$ cat config.mk
export PLATFORM = sky130hd
export DESIGN_NAME = mux_2to1_arb
export DESIGN_NICKNAME = d
export VERILOG_FILES = /design/src/rtl/mux_2to1_arb.sv
export SDC_FILE = /design/constraint.sdc
export NUM_CORES = 1
export LEC_CHECK = 0
export ABC_AREA = 1
export BUFFER_PORTS_ARGS = -buffer_cell sky130_fd_sc_hd__buf_2
export CAP_MARGIN = 5
export CORE_AREA = 2 2 39 41
export CTS_BUF_LIST = sky130_fd_sc_hd__clkbuf_4 sky130_fd_sc_hd__clkbuf_8
export CTS_CLUSTER_DIAMETER = 200
export DETAILED_ROUTE_END_ITERATION = 10
export DIE_AREA = 0 0 41 43
export PLACE_DENSITY = 0.41
export SYNTH_ARGS = -nofsm -noshare
export SYNTH_HDL_FRONTEND = slang
export SYNTH_SLANG_ARGS = --single-unit
$ cat constraint.sdc
create_clock -name clk -period 2 [get_ports clk]
set_input_delay 0.1 -clock clk [delete_from_list [all_inputs] [get_ports clk]]
set_output_delay 0.1 -clock clk [all_outputs]
set_load 0.02 [all_outputs]
$ cat src/rtl/mux_2to1_arb.sv
// Registered 2:1 arbitrating multiplexer with valid/ready handshakes on both sources and the sink.
// Define MUX_2TO1_ARB_RR_EN for round-robin contention; the default build uses fixed priority to A.
module mux_2to1_arb #(
   parameter int unsigned width = 2
) (
   input  logic             clk,
   input  logic             rst_n,
   input  logic [width-1:0] a,
   input  logic             a_valid,
   output logic             a_ready,
   input  logic [width-1:0] b,
   input  logic             b_valid,
   output logic             b_ready,
   output logic [width-1:0] c,
   output logic             c_valid,
   input  logic             c_ready,
   output logic             sel
);

   typedef enum logic [1:0] {
      GNT_NONE = 2'd0,
      GNT_A    = 2'd1,
      GNT_B    = 2'd2
   } grant_e;

   logic [width-1:0] c_q, c_d;
   logic             c_valid_q, c_valid_d;
   logic             sel_q, sel_d;
   logic             last_grant_q, last_grant_d;

   grant_e grant;
   logic   load;
   logic   accept_a;
   logic   accept_b;

   assign load = !c_valid_q || c_ready;

   always_comb begin
      grant = GNT_NONE;
      unique case ({a_valid, b_valid})
         2'b10:   grant = GNT_A;
         2'b01:   grant = GNT_B;
`ifdef MUX_2TO1_ARB_RR_EN
         2'b11:   grant = last_grant_q ? GNT_A : GNT_B;
`else
         2'b11:   grant = GNT_A;
`endif
         default: grant = GNT_NONE;
      endcase
   end

   // Ready is gated by rst_n so neither source sees a handshake while reset is held.
   assign a_ready  = rst_n && load && (grant == GNT_A);
   assign b_ready  = rst_n && load && (grant == GNT_B);
   assign accept_a = a_ready && a_valid;
   assign accept_b = b_ready && b_valid;

   always_comb begin
      c_d          = c_q;
      sel_d        = sel_q;
      c_valid_d    = c_valid_q;
      last_grant_d = last_grant_q;
      if (accept_a) begin
         c_d          = a;
         sel_d        = 1'b0;
         c_valid_d    = 1'b1;
         last_grant_d = 1'b0;
      end else if (accept_b) begin
         c_d          = b;
         sel_d        = 1'b1;
         c_valid_d    = 1'b1;
         last_grant_d = 1'b1;
      end else if (c_ready) begin
         c_valid_d    = 1'b0;
      end
   end

   // last_grant resets to B so the first contention after reset goes to A.
   always_ff @(posedge clk or negedge rst_n) begin
      if (!rst_n) begin
         c_q          <= '0;
         sel_q        <= 1'b0;
         c_valid_q    <= 1'b0;
         last_grant_q <= 1'b1;
      end else begin
         c_q          <= c_d;
         sel_q        <= sel_d;
         c_valid_q    <= c_valid_d;
         last_grant_q <= last_grant_d;
      end
   end

   assign c       = c_q;
   assign c_valid = c_valid_q;
   assign sel     = sel_q;

endmodule

==> results by group <==
Run status
  • Status: finished, final reports clean

Layout
  • Layout area overhead: 54.14%
  • Multi-input gate area: between 90 and 100 sq um
  • Post-route cell area: between 300 and 400 sq um
  • Nets: 58
  • Share of layout cells above drive strength 1: 46.81%
  • Antenna cells: 0
  • Filler cells: 159
  • Reg area: between 100 and 150 sq um

Worst setup path
  • Slowest CP cell: dlygate4sd3_1
  • WS Path Type: input port to primary output
  • Crit-path most repeated cell: buf_2
  • FF-to-FF path depth: 5
  • Critical path capture point type: primary output
  • R2r setup slk: a little over 1000 ps
  • Crit path required time: roughly 1900 ps
  • Crit-path max cell delay: between 500 and 600 ps
  • Worst Path Arrival: ~1300 ps
  • Critical path fanouts, max: 8
  • Crit-path cells: dlygate4sd3_1 > buf_2 > nand3_2 > nor2_1 > buf_2
  • Reg-to-reg endpoint: c[1]
  • Reg2reg start: c_valid
  • Startpoint Class: input port

Power
  • Worst VDD drop: approximately 0.23 mV
  • Gate power share: between 20% and 30%
  • Static leakage: between 0.2 and 0.25 nW
  • Power per cell area: approximately 820 mW/mm^2
  • Sequential Power Share: between 30% and 40%
  • Net Sw Frac: about a third
  • Clock share of power: between 30% and 40%
  • Internal Power: ~0.00019 W
  • Psw: between 0.00009 and 0.0001 W

Logic synthesis
  • Synth cell types: 10
  • Cell area after synthesis: roughly 230 sq um
  • Seq cells post-synth: 4
  • Synth warn: 0
  • Synth area leaders: dfrtp_1 (44%), nand3_1 (11%), inv_1 (9.9%)
  • Post-synth top area cell: dfrtp_1
  • Synth Instances: 29
  • Syn Nets: 38
  • Post-synthesis sequential area ratio: between 40 and 50%
  • Syn avg cell area: 7.809 sq um
  • Area share of the largest cell type after synthesis: 44.20%

Global routing
  • All-Layer GR Usage: about 7.4%
  • Gr ovfl total: 0
  • Vias in the first global route: just over 200
  • Largest net degree at the start of global routing: 9
  • First-pass GRT wire length: about 770 um
  • Initial antenna violation count: 0

Place
  • Detailed placer's ending HPWL: roughly 420 um
  • Final RePlAce weighted congestion: 0.6220
  • IO buf count: 14
  • Placement Cell Area: 316.6 sq um

Die
  • Die area: 0.001763 sq mm
  • Starting Density: about 16%
  • Die Y: roughly 43 um
  • Site row count: 14
  • # IOs: 15
  • Core ar.: ~0.0014 sq mm
  • Die Wd: 41 um

Worst hold path
  • Worst hold start: c_ready
  • Endpoint, Worst Hold: c_valid
  • HP Class: input port to flip-flop
  • WHS Path Cells: 4

Route
  • Final WL: approximately 550 um
  • Post-route ant nets: 0
  • Initial DRC count: 4
  • Wire per inst: between 8 and 9 um
  • Vias per inst: about 3.7
  • Drt pass-1 iters: 2
  • Via count: between 200 and 250
  • Post-route DRC: 0

STA
  • Fin. max-slew vios: 0
  • RSZ-0062 raised after global routing: no
  • Hold Vio Cnt, Final: 0
  • # setup viols final: 0
  • Final critical-path share of the clock period: between 60% and 70%
  • Worst Tran Pin Value: 174.8 ps
  • Clock Skew: between 0.8 and 0.9 ps
  • Max_slew headroom: between 80% and 90%
  • Fmax: 0.7310 GHz
  • Setup Total Neg Slack: 0 ps
  • Crit path time final: roughly 1400 ps

Clock tree
  • CTS clk-pin slew, worst paths: 40 ps
  • H-tree levels: 1
  • Clk_lat worst skew: 230 ps
  • Clock sink count: 4
  • Number of buffers created by CTS: 3
  • CTS Buffer Depth: 2
  • Post_cts resized: 0
  • CTS tree: done
  • Clock root buffer: clkbuf_4

Run
  • # Max-Cap Violations: 0
==> cells in the final DEF (no fill, tap or decap), drive strengths merged <==
master / netlist / final
nand4: 2 / 2
nand2: 6 / 6
o21ai: 1 / 1
clkbuf: 0 / 3
buf: 0 / 14
dfrtp: 4 / 4
nand3: 7 / 7
inv: 8 / 8
nor2: 1 / 1
dlygate4sd3: 0 / 1
==> metal layers <==
metal / share of wire, % / vias up / track usage, % / wire length [um]
met4: 0 / 0 / 8.000 / 0
met5: 0 / - / 0 / 0
met1: 47 / 94 / 9.061 / 260
met3: 9.0 / 0 / 4.712 / 50
li1: - / 130 / - / -
met2: 44 / 8 / 7.813 / 243
==> area by class of cell <==
| class | count | share of cell area [%] |
|---|---|---|
| clock buffer | 3 | 6.452 |
| inverter | 8 | 8.602 |
| multi-input combinational | 17 | 27.60 |
| sequential | 4 | 28.67 |
| tap | 16 | 5.735 |
| timing repair buffer | 15 | 22.94 |
==> timing repair <==
item / 4_1_cts / 5_1_grt
hold endpoints to repair: 4 / 0
hold buffers: 1 / 0
buffers inserted: 0 / 0
==> sequential cells by signal (all words and copies together), names as in the netlist <==
name and flops:
c 2, c_valid 1, sel 1
==> power groups by stage <==
stage,Combinational (W),Sequential (W),Clock (W)
floorplan,0.0000306,0.000124,0
global placement,0.0000822,0.000106,0
CTS,0.0000849,0.000104,0.000108
global route,0.0000922,0.000106,0.000112
finish,0.0000834,0.000104,0.000100
detailed placement,0.0000824,0.000105,0
==> cell usage after synthesis <==
| library cell | count |
|---|---|
| nand3_2 | 2 |
| nand2_1 | 5 |
| nor2_1 | 1 |
| o21ai_1 | 1 |
| nand2_4 | 1 |
| inv_2 | 2 |
| nand4_1 | 2 |
| dfrtp_1 | 4 |
| nand3_1 | 5 |
| inv_1 | 6 |
==> per-stage QoR <==
stage	hold slack, ps	std cells	worst slack [ps]	total power (W)	utilization [%]
detailed placement	-52.62	59	1001	0.0001876	22.88
global route	193.7	63	538.6	0.0003103	25.23
finish	179.2	63	632.0	0.0002871	25.23
floorplan	-195.6	29	907.5	0.0001544	-
CTS	176.3	63	616.0	0.0002969	25.23
global placement	-51.03	59	1004	0.0001880	22.88
==> cell families (layout without fill, tap and decap cells) <==
group | Yosys count | in the layout | synth area share, %
AOI/OAI and AO/OA | 1 | 1 | 2.208
buffers and inverters | 8 | 26 | 13.26
DFF | 4 | 4 | 44.20
and+or+nand+nor | 16 | 16 | 40.33
==> how the worst max path moves through the flow <==
stage / start / endpoint / slack [ps] / cells after the start
after global placement: c_valid / b_ready / 1000 / 4
after global routing: rst_n / b_ready / 540 / 5
after detailed placement: c_valid / b_ready / 1000 / 4
after floorplan: c_valid / b_ready / 910 / 3
final: rst_n / b_ready / 630 / 5
after CTS: rst_n / b_ready / 620 / 5
==> critical path: cells and delay by family <==
kind,cells,cell delay [ps]
AND/OR/NAND/NOR,2,270
buffers and inverters,3,900
Note: power is estimated with default switching activity, not from simulation.
